===== src/rtl/mby_egr_dirty_pod_inj_if.sv =====
// Dirty-pod push port plus upstream/downstream pod pointer ring slots for mby_egr_dirty_pod_inj.
// master = the side that offers pods and feeds the ring; slave = the injector.
interface mby_egr_dirty_pod_inj_if #(
    parameter int POD_PTR_W = 16
);
    logic                 dpod_vld;
    logic [POD_PTR_W-1:0] dpod_ptr;
    logic                 dpod_rdy;
    logic                 ring_in_vld;
    logic                 ring_in_dirty;
    logic [POD_PTR_W-1:0] ring_in_ptr;
    logic                 ring_out_vld;
    logic                 ring_out_dirty;
    logic [POD_PTR_W-1:0] ring_out_ptr;

    modport master (
        output dpod_vld, dpod_ptr, ring_in_vld, ring_in_dirty, ring_in_ptr,
        input  dpod_rdy, ring_out_vld, ring_out_dirty, ring_out_ptr
    );

    modport slave (
        input  dpod_vld, dpod_ptr, ring_in_vld, ring_in_dirty, ring_in_ptr,
        output dpod_rdy, ring_out_vld, ring_out_dirty, ring_out_ptr
    );
endinterface


===== src/rtl/mby_egr_dirty_pod_inj.sv =====
// Egress dirty-pod injector / 1-flop pod ring repeater with GPM stall holdoff.
// Optional statistics counters are enabled by defining MBY_EGR_POD_INJ_STATS_EN.
module mby_egr_dirty_pod_inj #(
    parameter int POD_PTR_W  = 16,
    parameter int FIFO_DEPTH = 8,
    parameter int RESUME_DLY = 4
) (
    input  logic                              cclk,
    input  logic                              reset_n,
    mby_egr_dirty_pod_inj_if.slave            bus,
    input  logic                              pod_ring_stall,
    input  logic                              inj_en,
    output logic [$clog2(FIFO_DEPTH+1)-1:0]   fifo_level
`ifdef MBY_EGR_POD_INJ_STATS_EN
    ,
    output logic [31:0]                       inj_cnt,
    output logic [31:0]                       stall_cyc_cnt
`endif
);
    localparam int LVL_W = $clog2(FIFO_DEPTH + 1);
    localparam int AW    = $clog2(FIFO_DEPTH);
    localparam int CNT_W = (RESUME_DLY > 1) ? $clog2(RESUME_DLY) : 1;

    typedef enum logic [1:0] {RUN, STALL, RESUME} state_t;

    state_t               state_q, state_d;
    logic [CNT_W-1:0]     cnt_q, cnt_d;
    logic [POD_PTR_W-1:0] mem [FIFO_DEPTH];
    logic [AW-1:0]        wr_ptr_q, rd_ptr_q;
    logic [LVL_W-1:0]     level_q;
    logic                 push_p0, inj_p0;
    logic                 out_vld_p1, out_dirty_p1;
    logic [POD_PTR_W-1:0] out_ptr_p1;

    // Stage p0: admission and injection decision from registered state
    assign bus.dpod_rdy = (level_q < LVL_W'(FIFO_DEPTH));
    assign push_p0      = bus.dpod_vld & bus.dpod_rdy;
    assign inj_p0       = (state_q == RUN) & ~pod_ring_stall & inj_en &
                          ~bus.ring_in_vld & (level_q != '0);

    always_comb begin
        state_d = state_q;
        cnt_d   = cnt_q;
        case (state_q)
            RUN: begin
                if (pod_ring_stall) state_d = STALL;
            end
            STALL: begin
                if (!pod_ring_stall) begin
                    if (RESUME_DLY == 0) begin
                        state_d = RUN;
                    end else begin
                        state_d = RESUME;
                        cnt_d   = CNT_W'(RESUME_DLY - 1);
                    end
                end
            end
            RESUME: begin
                if (pod_ring_stall)     state_d = STALL;
                else if (cnt_q == '0)   state_d = RUN;
                else                    cnt_d   = cnt_q - CNT_W'(1);
            end
            default: state_d = RUN;
        endcase
    end

    always_ff @(posedge cclk or negedge reset_n) begin
        if (!reset_n) begin
            state_q <= RUN;
            cnt_q   <= '0;
        end else begin
            state_q <= state_d;
            cnt_q   <= cnt_d;
        end
    end

    always_ff @(posedge cclk or negedge reset_n) begin
        if (!reset_n) begin
            wr_ptr_q <= '0;
            rd_ptr_q <= '0;
            level_q  <= '0;
        end else begin
            if (push_p0) wr_ptr_q <= wr_ptr_q + AW'(1);
            if (inj_p0)  rd_ptr_q <= rd_ptr_q + AW'(1);
            case ({push_p0, inj_p0})
                2'b10:   level_q <= level_q + LVL_W'(1);
                2'b01:   level_q <= level_q - LVL_W'(1);
                default: level_q <= level_q;
            endcase
        end
    end

    // Buffer storage holds data only; occupancy is tracked by the pointers above
    always_ff @(posedge cclk) begin
        if (push_p0) mem[wr_ptr_q] <= bus.dpod_ptr;
    end

    // Stage p1: registered ring slot; occupied upstream slots always win
    always_ff @(posedge cclk or negedge reset_n) begin
        if (!reset_n) begin
            out_vld_p1   <= 1'b0;
            out_dirty_p1 <= 1'b0;
            out_ptr_p1   <= '0;
        end else if (bus.ring_in_vld) begin
            out_vld_p1   <= 1'b1;
            out_dirty_p1 <= bus.ring_in_dirty;
            out_ptr_p1   <= bus.ring_in_ptr;
        end else if (inj_p0) begin
            out_vld_p1   <= 1'b1;
            out_dirty_p1 <= 1'b1;
            out_ptr_p1   <= mem[rd_ptr_q];
        end else begin
            out_vld_p1   <= 1'b0;
            out_dirty_p1 <= 1'b0;
        end
    end

    assign bus.ring_out_vld   = out_vld_p1;
    assign bus.ring_out_dirty = out_dirty_p1;
    assign bus.ring_out_ptr   = out_ptr_p1;
    assign fifo_level         = level_q;

`ifdef MBY_EGR_POD_INJ_STATS_EN
    logic [31:0] inj_cnt_q, stall_cnt_q;

    always_ff @(posedge cclk or negedge reset_n) begin
        if (!reset_n) begin
            inj_cnt_q   <= '0;
            stall_cnt_q <= '0;
        end else begin
            if (inj_p0 && (inj_cnt_q != 32'hFFFF_FFFF))
                inj_cnt_q <= inj_cnt_q + 32'd1;
            if ((state_q != RUN) && (stall_cnt_q != 32'hFFFF_FFFF))
                stall_cnt_q <= stall_cnt_q + 32'd1;
        end
    end

    assign inj_cnt       = inj_cnt_q;
    assign stall_cyc_cnt = stall_cnt_q;
`endif
endmodule

===== src/flat_wrapper.sv =====
// flat-port wrapper written by rule: the top's interface ports become plain ports
module mby_egr_dirty_pod_inj_flat 
#(
    parameter int POD_PTR_W  = 16,
    parameter int FIFO_DEPTH = 8,
    parameter int RESUME_DLY = 4
)
  (cclk, reset_n, pod_ring_stall, inj_en, fifo_level, bus_dpod_vld, bus_dpod_ptr, bus_ring_in_vld, bus_ring_in_dirty, bus_ring_in_ptr, bus_dpod_rdy, bus_ring_out_vld, bus_ring_out_dirty, bus_ring_out_ptr);
  mby_egr_dirty_pod_inj_if #(.POD_PTR_W(POD_PTR_W)) bus_i ();
  input  logic cclk;
  input  logic reset_n;
  input  logic pod_ring_stall;
  input  logic inj_en;
  output logic [$clog2(FIFO_DEPTH+1)-1:0] fifo_level;
  input wire logic [$bits(bus_i.dpod_vld)-1:0] bus_dpod_vld;
  input wire logic [$bits(bus_i.dpod_ptr)-1:0] bus_dpod_ptr;
  input wire logic [$bits(bus_i.ring_in_vld)-1:0] bus_ring_in_vld;
  input wire logic [$bits(bus_i.ring_in_dirty)-1:0] bus_ring_in_dirty;
  input wire logic [$bits(bus_i.ring_in_ptr)-1:0] bus_ring_in_ptr;
  output wire logic [$bits(bus_i.dpod_rdy)-1:0] bus_dpod_rdy;
  output wire logic [$bits(bus_i.ring_out_vld)-1:0] bus_ring_out_vld;
  output wire logic [$bits(bus_i.ring_out_dirty)-1:0] bus_ring_out_dirty;
  output wire logic [$bits(bus_i.ring_out_ptr)-1:0] bus_ring_out_ptr;
  assign bus_i.dpod_vld = bus_dpod_vld;
  assign bus_i.dpod_ptr = bus_dpod_ptr;
  assign bus_i.ring_in_vld = bus_ring_in_vld;
  assign bus_i.ring_in_dirty = bus_ring_in_dirty;
  assign bus_i.ring_in_ptr = bus_ring_in_ptr;
  assign bus_dpod_rdy = bus_i.dpod_rdy;
  assign bus_ring_out_vld = bus_i.ring_out_vld;
  assign bus_ring_out_dirty = bus_i.ring_out_dirty;
  assign bus_ring_out_ptr = bus_i.ring_out_ptr;
  mby_egr_dirty_pod_inj #(.POD_PTR_W(POD_PTR_W), .FIFO_DEPTH(FIFO_DEPTH), .RESUME_DLY(RESUME_DLY)) u_core (.cclk(cclk), .reset_n(reset_n), .bus(bus_i), .pod_ring_stall(pod_ring_stall), .inj_en(inj_en), .fifo_level(fifo_level));
endmodule

===== config.mk =====
export PLATFORM = sky130hd
export DESIGN_NAME = mby_egr_dirty_pod_inj_flat
export DESIGN_NICKNAME = d
export VERILOG_FILES = /design/src/rtl/mby_egr_dirty_pod_inj_if.sv /design/src/rtl/mby_egr_dirty_pod_inj.sv /design/src/flat_wrapper.sv
export SDC_FILE = /design/constraint.sdc
export NUM_CORES = 1
export LEC_CHECK = 0
export BUFFER_PORTS_ARGS = -buffer_cell sky130_fd_sc_hd__buf_2
export CAP_MARGIN = 20
export CORE_MARGIN = 4
export CORE_UTILIZATION = 50
export DETAILED_ROUTE_END_ITERATION = 8
export GPL_ROUTABILITY_DRIVEN = 0
export PLACE_DENSITY = 0.72
export SETUP_SLACK_MARGIN = 0.15
export SYNTH_ARGS = -nofsm -noshare
export SYNTH_HDL_FRONTEND = slang
export SYNTH_SLANG_ARGS = --single-unit

===== constraint.sdc =====
create_clock -name cclk -period 2.5 [get_ports cclk]
set_input_delay 0.125 -clock cclk [delete_from_list [all_inputs] [get_ports cclk]]
set_output_delay 0.125 -clock cclk [all_outputs]
set_load 0.01 [all_outputs]

== After elaboration in Yosys (flattened, before gate mapping) ==
Memory sizes are Yosys's and may differ from the RTL's.
Index checks and enable logic that the tools add are counted.
W data, S select, Z words.
Storage, ports and cells
  word-level logic and storage cells: 56
  input port bits: 39
  memories: 1
  output and inout bits: 23
  flip-flop bits (word level): 32
  RAM bits: 128
Operators by class
  reductions and logical operators: 8
  add/subtract/negate cells: 5
  bitwise logic cells: 7
  order comparisons: 1
  equal/unequal tests: 9
  mux-type cells: 17
Memory list
  u_core.mem: words 8, bits a word 16, rd ports 1, clocked after memory_dff 0, write ports 1, RTL line mby_egr_dirty_pod_inj.sv:28  | logic [POD_PTR_W-1:0] mem [FIFO_DEPTH];
Operators by type and width (count)
  $mux W16: 2
  $mux W2: 7
  $ne A2 B2 Y1 const B: 4
  $pmux W4 S2: 1
  $add A3 B1 Y3 const B: 2
  $pmux W2 S3: 1
  $reduce_bool A2 Y1: 3
  $and A1 B1 Y1: 5
  $mux W1: 5
  $add A4 B1 Y4 const B: 1
  $eq A2 B1 Y1 const B: 2
  $eq A2 B2 Y1 const B: 2
  $logic_not A2 Y1: 2
  $lt A4 B4 Y1 const B: 1
  $pmux W2 S2: 1
  $reduce_and A4 Y1: 1
  $reduce_bool A4 Y1: 1
  $sub A4 B1 Y4 const B: 1
  $ne A3 B2 Y1 const B: 1
  $reduce_and A3 Y1: 1
  $not A1 Y1: 2
  $sub A2 B1 Y2 const B: 1

== Longest topological paths before layout ==
Gate-level depths: netlist of the first run.
  depth after elaboration: 7
  mapped depth: 13
  mapped depth without buffers: 10

== Least setup slack after synthesis of the first run ==
No wires, ideal clock.
  path kind: flip-flop to flip-flop
  from: reg u_core.state_q[1]
  to: reg u_core.level_q[2] (netlist: u_core.fifo_level[2])
  buffers on the path: 2
  clock period less this slack: 2533 ps
  cell stages (with the launch flop): 13
  data arrival time: 2403 ps
  library setup time: 130 ps
  required time: 2370 ps
  slack: -33 ps
  cell sequence: dfrtp_1 -> or4b_1 -> or3_4 -> inv_2 -> buf_6 -> ha_1 -> buf_2 -> xor2_1 -> ha_1 -> a21oi_1 -> xor2_1 -> nor2_1 -> xor2_1
On the way
  word-level cells in the longest chain between the ends: 7
  elaborated cells between the ends (all ways): 9
  classes of those cells: eq/ne: 2; mux: 1; bitwise: 4; reduce/logical: 2
RTL lines
  start, declared: RTL line mby_egr_dirty_pod_inj.sv:26  | state_t state_q, state_d;
  start signal, assigned: RTL line mby_egr_dirty_pod_inj.sv:72  | state_q <= state_d;
  $logic_not A2 Y1 *: RTL line mby_egr_dirty_pod_inj.sv:38  | assign inj_p0 = (state_q == RUN) & ~pod_ring_stall & inj_en &
  $and A1 B1 Y1 * (3 in series): RTL line mby_egr_dirty_pod_inj.sv:38
  $and A1 B1 Y1 *: RTL line mby_egr_dirty_pod_inj.sv:39  | ~bus.ring_in_vld & (level_q != '0);
  net u_core.inj_p0: RTL line mby_egr_dirty_pod_inj.sv:31  | logic push_p0, inj_p0;
  $eq A2 B1 Y1 or $eq A2 B2 Y1 (tied branches): RTL line mby_egr_dirty_pod_inj.sv:85  | case ({push_p0, inj_p0})
  $pmux W4 S2 or $reduce_bool A2 Y1 (tied branches)
  end signal, assigned: RTL line mby_egr_dirty_pod_inj.sv:86  | 2'b10: level_q <= level_q + LVL_W'(1);
  end signal, assigned: RTL line mby_egr_dirty_pod_inj.sv:87  | 2'b01: level_q <= level_q - LVL_W'(1);
  end signal, assigned: RTL line mby_egr_dirty_pod_inj.sv:88  | default: level_q <= level_q;
  end, declared: RTL line mby_egr_dirty_pod_inj.sv:30  | logic [LVL_W-1:0] level_q;
Mark *: on every way through the listed nets, which the timed path passes. The rest lies on a longest branch.
A chain may end at the register's enable or synchronous reset.

== Worst setup path in the final report of the first run ==
  from: reg u_core.state_q[1]
  to: reg u_core.level_q[2] (netlist: u_core.fifo_level[2])
On the way
  word-level cells in the longest chain between the ends: 7
  elaborated cells between the ends (all ways): 9
  classes of those cells: eq/ne: 2; mux: 1; bitwise: 4; reduce/logical: 2
RTL lines (RTL line)
  $logic_not A2 Y1 *: mby_egr_dirty_pod_inj.sv:38
  $and A1 B1 Y1 * (3 in series): mby_egr_dirty_pod_inj.sv:38
  $and A1 B1 Y1 *: mby_egr_dirty_pod_inj.sv:39
  $eq A2 B1 Y1 or $eq A2 B2 Y1 (tied branches): mby_egr_dirty_pod_inj.sv:85
  $pmux W4 S2 or $reduce_bool A2 Y1 (tied branches)
Every way passes the cells marked *; elsewhere a longest branch is shown, timed or not.

==> flow_summary.json, run 1 <==
{
  "place_hpwl_um": 7390,
  "syn_nets": 367,
  "slew_viol_final": 0,
  "drc": 0,
  "n_antenna_cell": 0,
  "synth_top_cell_area_share": 0.612,
  "grt_usage": 0.183,
  "routed-via-count": 3387,
  "wl_per_cell_um": 19.5,
  "fill_cells": 833,
  "synth_seq_cells": 160,
  "end_kind": "register",
  "synth.area.top_cells": "edfxtp_1 61%, dfrtp_1 13%, mux4_2 11%",
  "antenna_found_initial": 0,
  "reg2reg_depth": 10,
  "async_flop_share": 0.200,
  "worstHoldEndpoint": "u_core.bus.ring_out_dirty$_DFF_PN0_",
  "crit_path_start": "u_core.state_q[1]$_DFFE_PN0P_",
  "clk-insertion-delay-late_ns": 0.42,
  "finalPower_mw": 7.65,
  "cts.path.max_buffers": 2,
  "io_buffers": 61,
  "avgSynthCellArea_um2": 19.5,
  "powerDensity_nw_per_um2": 973,
  "fin_nets": 489,
  "ant_nets": 0,
  "final_cells": 625,
  "power.leakage_nw": 2.86,
  "synthMostInstantiatedCell": "edfxtp_1",
  "firstDrtPassIters": 6,
  "viasPerCell": 5.42,
  "path_class": "reg -> reg",
  "die_h_um": 120,
  "ir_drop_mv": 0.557,
  "synth_edf_count": 128,
  "dp_slack_ns": 0.0586,
  "synth_seq_area_share": 0.740,
  "setup-tns-final_ns": 0,
  "reg2reg_from": "u_core.state_q[1]$_DFFE_PN0P_",
  "cts_sinks": 160,
  "worstPathArrival_ns": 2.74,
  "final-hold-violation-count": 0,
  "drive_gt1_frac": 0.365,
  "min-delay-path-class": "in -> reg",
  "skew_ns": 0.00831,
  "dieArea_um2": 14400,
  "drv_cap": 0,
  "clock.fmax_ghz": 0.417,
  "numPlacedInstances": 556,
  "worstHoldStart": "bus_ring_in_vld",
  "numCtsBuffers": 17,
  "grt_pass1_wl_um": 19600,
  "coreArea_um2": 12200,
  "overflow": 0,
  "yosysTopAreaCell": "edfxtp_1",
  "first_global_vias": 3561,
  "synth_top_cells_by_count": "128 x edfxtp_1, 32 x dfrtp_1, 32 x mux4_2",
  "initial_utilization": 0.516,
  "die-width_um": 120,
  "syn-cell-area_um2": 6280,
  "row_count": 40,
  "status": "finished clean",
  "r2r-end": "u_core.fifo_level[2]$_DFFE_PN0P_",
  "ys.warnings.count": 0,
  "ys_types": 34,
  "area_growth_pct": 25.3,
  "cts_tree": "built",
  "tightest_slew_ns": 0.702,
  "setup_viol": 0,
  "layout_setup_ws_ns": 0.100,
  "grt_max_degree": 34,
  "slew_headroom": 0.532,
  "drt-total-wl_um": 12200,
  "synthFlopType": "edfxtp_1",
  "drt-initial-drc-count": 356,
  "ios": 62,
  "cts.clk_slew.worst_paths_ns": 0.07,
  "r2r_slack_ns": 0.10,
  "required_ns": 2.84,
  "period_needed_ns": 2.40,
  "crit_path_start_kind": "register",
  "rsz0062_at_grt": "yes",
  "final.period_utilization": 0.960,
  "synthCells": 322,
  "clockRootBuffer": "clkbuf_16",
  "holdPathStages": 3,
  "worstPathMaxFanout": 3,
  "htreeDepth": 4
}
-- critical path, stage by stage, from the launching register on --
cell     delay (ns)
dfrtp_1        0.39
or4b_4         0.52
or3_4          0.36
inv_4          0.08
ha_4           0.13
xor2_1         0.16
ha_2           0.20
a21oi_2        0.04
xor2_1         0.16
nor2_1         0.11
xor2_1         0.16
-- sequential cells by signal (all words and copies together) (netlist names) --
| name | count |
|---|---|
| u_core.bus.ring_out_dirty | 1 |
| u_core.bus.ring_out_ptr | 16 |
| u_core.bus.ring_out_vld | 1 |
| u_core.cnt_q | 2 |
| u_core.fifo_level | 4 |
| u_core.mem | 128 |
| u_core.rd_ptr_q | 3 |
| u_core.state_q | 2 |
| u_core.wr_ptr_q | 3 |
-- kinds of logic after synthesis --
logic type	Yosys count	share of synthesized area
flip-flops	160	0.740
multiplexers	52	0.147
AND/OR/NAND/NOR	41	0.0319
AO/OA/AOI/OAI	30	0.0365
buffers and inverters	23	0.0183
XOR/XNOR	10	0.0140
adder cells (fa/ha/maj)	6	0.0120
-- cell usage in the layout (no fill, tap or decap), types with 7 or more instances in the layout --
master and instances:
mux4_2 32, dfrtp_1 32, buf_2 61, o21ai_1 7, nor2_1 7, buf_4 22
dlygate4sd3_1 35, nand2_1 19, mux2i_1 16, clkbuf_16 20, o221a_2 8, a22oi_1 9
edfxtp_1 128
-- power by group --
group / internal (mW) / switching [mW]
sequential: 3.16 / 0.177
clock: 1.48 / 1.02
combinational: 0.916 / 0.902
-- per-stage QoR --
step                cell area [um2]   util  hold slack [ns]
CTS                            7860  0.646           0.0206
floorplan                      6310      -           -0.171
global route                   7870  0.647           0.0543
finish                         7870  0.647           0.0279
detailed placement             6900  0.567            0.215
global placement               6900  0.567            0.208
-- worst max-delay path by stage --
| stage | end | slack (ns) |
|---|---|---|
| after floorplan | u_core.fifo_level[2]$_DFFE_PN0P_ | 0.02 |
| final | u_core.fifo_level[2]$_DFFE_PN0P_ | 0.10 |
| after detailed placement | u_core.fifo_level[2]$_DFFE_PN0P_ | 0.06 |
| after global placement | u_core.fifo_level[2]$_DFFE_PN0P_ | 0.14 |
| after global routing | u_core.fifo_level[2]$_DFFE_PN0P_ | 0.009 |
| after CTS | u_core.fifo_level[2]$_DFFE_PN0P_ | 0.12 |
-- layer usage --
metal,up-vias,GRT usage,part of all wire
met5,-,0,0
li1,1529,-,-
met1,1716,0.241,0.42
met2,125,0.291,0.50
met4,0,0.0737,0.014
met3,17,0.0481,0.065
-- cell type report --
cell class                      count  area, um2  area share
Clock inverter                      9       70.1     0.00891
Tap cell                          168        210      0.0267
Clock buffer                       23        522      0.0663
Timing Repair Buffer              119        841       0.107
Multi-Input combinational cell    139       1550       0.197
Inverter                            7       28.8     0.00366
Sequential cell                   160       4640       0.590
-- what timing repair did --
| action | in CTS | in global routing |
|---|---|---|
| setup buffers | 1 | 1 |
| setup endpoints to repair | 2 | 2 |
| endpoints found under the hold margin | 179 | 0 |
| hold buffers | 35 | 0 |
| resized for setup | 2 | 1 |
| cloned | 0 | 0 |
| pin swaps | 0 | 3 |
No activity file was read; power rests on OpenSTA's default activity.
==> run 2: changes to the inputs <==
--- a/config.mk
+++ b/config.mk
@@ -7,11 +7,9 @@
 export LEC_CHECK = 0
 export BUFFER_PORTS_ARGS = -buffer_cell sky130_fd_sc_hd__buf_2
 export CAP_MARGIN = 20
-export CORE_MARGIN = 4
-export CORE_UTILIZATION = 50
+export CORE_UTILIZATION = 25
 export DETAILED_ROUTE_END_ITERATION = 8
 export GPL_ROUTABILITY_DRIVEN = 0
-export PLACE_DENSITY = 0.72
 export SETUP_SLACK_MARGIN = 0.15
 export SYNTH_ARGS = -nofsm -noshare
 export SYNTH_HDL_FRONTEND = slang
==> run 2 against run 1 <==
  * Sequential cell count unchanged
  * Final cell count rose by 25%
  * Clock power shrank 2%
  * Final area grew 2.1%
  * Utilization decreased by 32 points
  * Combinational power about the same
  * Wire length is 7.7% higher
  * Largest power group unchanged
  * Sequential share of layout area down 1.2 points
  * Register-to-register slack about the same
  * Critical path type unchanged
  * First-iteration DRC count shrank 41%
==> flow_summary.json, run 2 (synthesis gave the netlist of run 1 again) <==
{
  "worstPathMaxFanout": 4,
  "firstDrtPassIters": 4,
  "ios": 62,
  "path_class": "reg -> reg",
  "clock.fmax_ghz": 0.417,
  "regMostFlops": "u_core.mem",
  "reg2reg_from": "u_core.state_q[1]$_DFFE_PN0P_",
  "htreeDepth": 4,
  "finalPower_mw": 7.56,
  "multi_input_area_um2": 1580,
  "cts.clk_slew.worst_paths_ns": 0.06,
  "r2r-end": "u_core.fifo_level[2]$_DFFE_PN0P_",
  "io_buffers": 61,
  "cts.path.max_buffers": 2,
  "powerDensity_nw_per_um2": 942,
  "grt_max_degree": 33,
  "fin_nets": 486,
  "numCtsBuffers": 17,
  "drc": 0,
  "final_common_cell": "edfxtp_1",
  "dieArea_um2": 25700,
  "end_kind": "register",
  "crit_path_start": "u_core.state_q[1]$_DFFE_PN0P_",
  "ir_drop_mv": 0.600,
  "fill_cells": 2343,
  "area_growth_pct": 28.0,
  "largest_register_ffs": 128,
  "cts_tree": "built",
  "reg2reg_depth": 10,
  "overflow": 0,
  "endpoint": "u_core.fifo_level[2]$_DFFE_PN0P_",
  "die-width_um": 160,
  "grt_pass1_wl_um": 19800,
  "viasPerCell": 4.24,
  "seqCellArea_um2": 4640,
  "fin_util": 0.328,
  "grt_usage": 0.106,
  "routed-via-count": 3310,
  "initial_utilization": 0.257,
  "drt-initial-drc-count": 209,
  "period_needed_ns": 2.40,
  "antenna_found_initial": 3,
  "tightest_slew_ns": 0.750,
  "first_global_vias": 3489,
  "required_ns": 2.79,
  "rsz0062_at_grt": "yes",
  "ant_nets": 0,
  "power.leakage_nw": 2.83,
  "layout_common_cells": "128 x edfxtp_1, 61 x buf_2, 35 x dlygate4sd3_1, 32 x mux4_2, 32 x dfrtp_1",
  "wl_per_cell_um": 16.9,
  "worstPathArrival_ns": 2.69,
  "cts_sinks": 160,
  "min-delay-path-class": "in -> reg",
  "slew_viol_final": 0,
  "drt-total-wl_um": 13100,
  "setup_viol": 0,
  "final-hold-violation-count": 0,
  "row_count": 57,
  "setup-tns-final_ns": 0,
  "clockRootBuffer": "clkbuf_16",
  "drv_cap": 0,
  "place_hpwl_um": 8330,
  "crit_path_start_kind": "register",
  "drive_gt1_frac": 0.359,
  "die_h_um": 160,
  "status": "finished clean",
  "coreArea_um2": 24500,
  "skew_ns": 0.00814,
  "slew_headroom": 0.500,
  "final.period_utilization": 0.958,
  "r2r_slack_ns": 0.10,
  "clk-insertion-delay-late_ns": 0.42
}
==> run 2: cell types whose count changed in the layout (fill, tap and decap cells not counted), moves of 2 or more <==
cell,change
buf_4,-3
bufinv_16,+2
clkbuf_1,+3
clkbuf_16,-3
clkinv_2,+2
clkinvlp_4,-2
diode_2,+2
xor2_1,-2
xor2_2,+2
==> run 2: worst min path at each step <==
stage                         start                                     end  slack (ns)  cells past startpoint
floorplan                   reset_n     u_core.bus.ring_out_dirty$_DFF_PN0_       -0.17                      0
global placement            reset_n  u_core.bus.ring_out_ptr[0]$_DFFE_PN0P_        0.23                      1
detailed placement          reset_n       u_core.bus.ring_out_vld$_DFF_PN0_        0.25                      1
CTS                 bus_ring_in_vld     u_core.bus.ring_out_dirty$_DFF_PN0_        0.05                      3
global route        bus_ring_in_vld     u_core.bus.ring_out_dirty$_DFF_PN0_        0.07                      3
finish              bus_ring_in_vld     u_core.bus.ring_out_dirty$_DFF_PN0_        0.07                      3
==> run 2: what timing repair did <==
item | 4_1_cts | 5_1_grt
hold endpoints to repair | 179 | 0
buffers inserted | 2 | 0
gates resized for setup | 9 | 0
pin swaps | 3 | 1
endpoints found under the setup margin | 3 | 3
hold buffers | 35 | 0
==> run 2: final cells by class <==
class | count | share of cell area
Clock buffer | 22 | 0.0553
Inverter | 7 | 0.00358
Timing Repair Buffer | 116 | 0.101
Clock inverter | 10 | 0.0142
Tap cell | 324 | 0.0505
Sequential cell | 160 | 0.578
Multi-Input combinational cell | 139 | 0.196
Antenna cell | 2 | 0.000623
==> run 2: metal layers <==
metal  part of all wire  GRT usage
met4              0.016     0.0450
met1               0.44      0.130
met5             0.0013          0
met3              0.040     0.0346
met2               0.50      0.170
==> run 2: where the power goes <==
group | switching [mW] | internal, mW
sequential | 0.172 | 3.16
clock | 0.980 | 1.47
combinational | 0.892 | 0.896
==> run 2: per-stage QoR <==
stage | cell area (um2) | setup WS, ns | hold WS [ns] | instances
floorplan | 6310 | 0.0245 | -0.171 | 322
global placement | 7060 | 0.118 | 0.232 | 709
detailed placement | 7060 | -0.0449 | 0.247 | 709
CTS | 8030 | 0.136 | 0.0513 | 778
global route | 8030 | 0.00956 | 0.0717 | 779
finish | 8030 | 0.104 | 0.0657 | 780
==> run 2: worst max-delay path, cell delays in order, from the launching register on <==
cell and delay [ns]:
dfrtp_1 0.40, or4b_4 0.53, or3_4 0.36, inv_4 0.09
ha_4 0.15, xor2_2 0.07, ha_2 0.17, a21oi_2 0.12
xor2_1 0.18, nor2_1 0.07, xor2_1 0.14
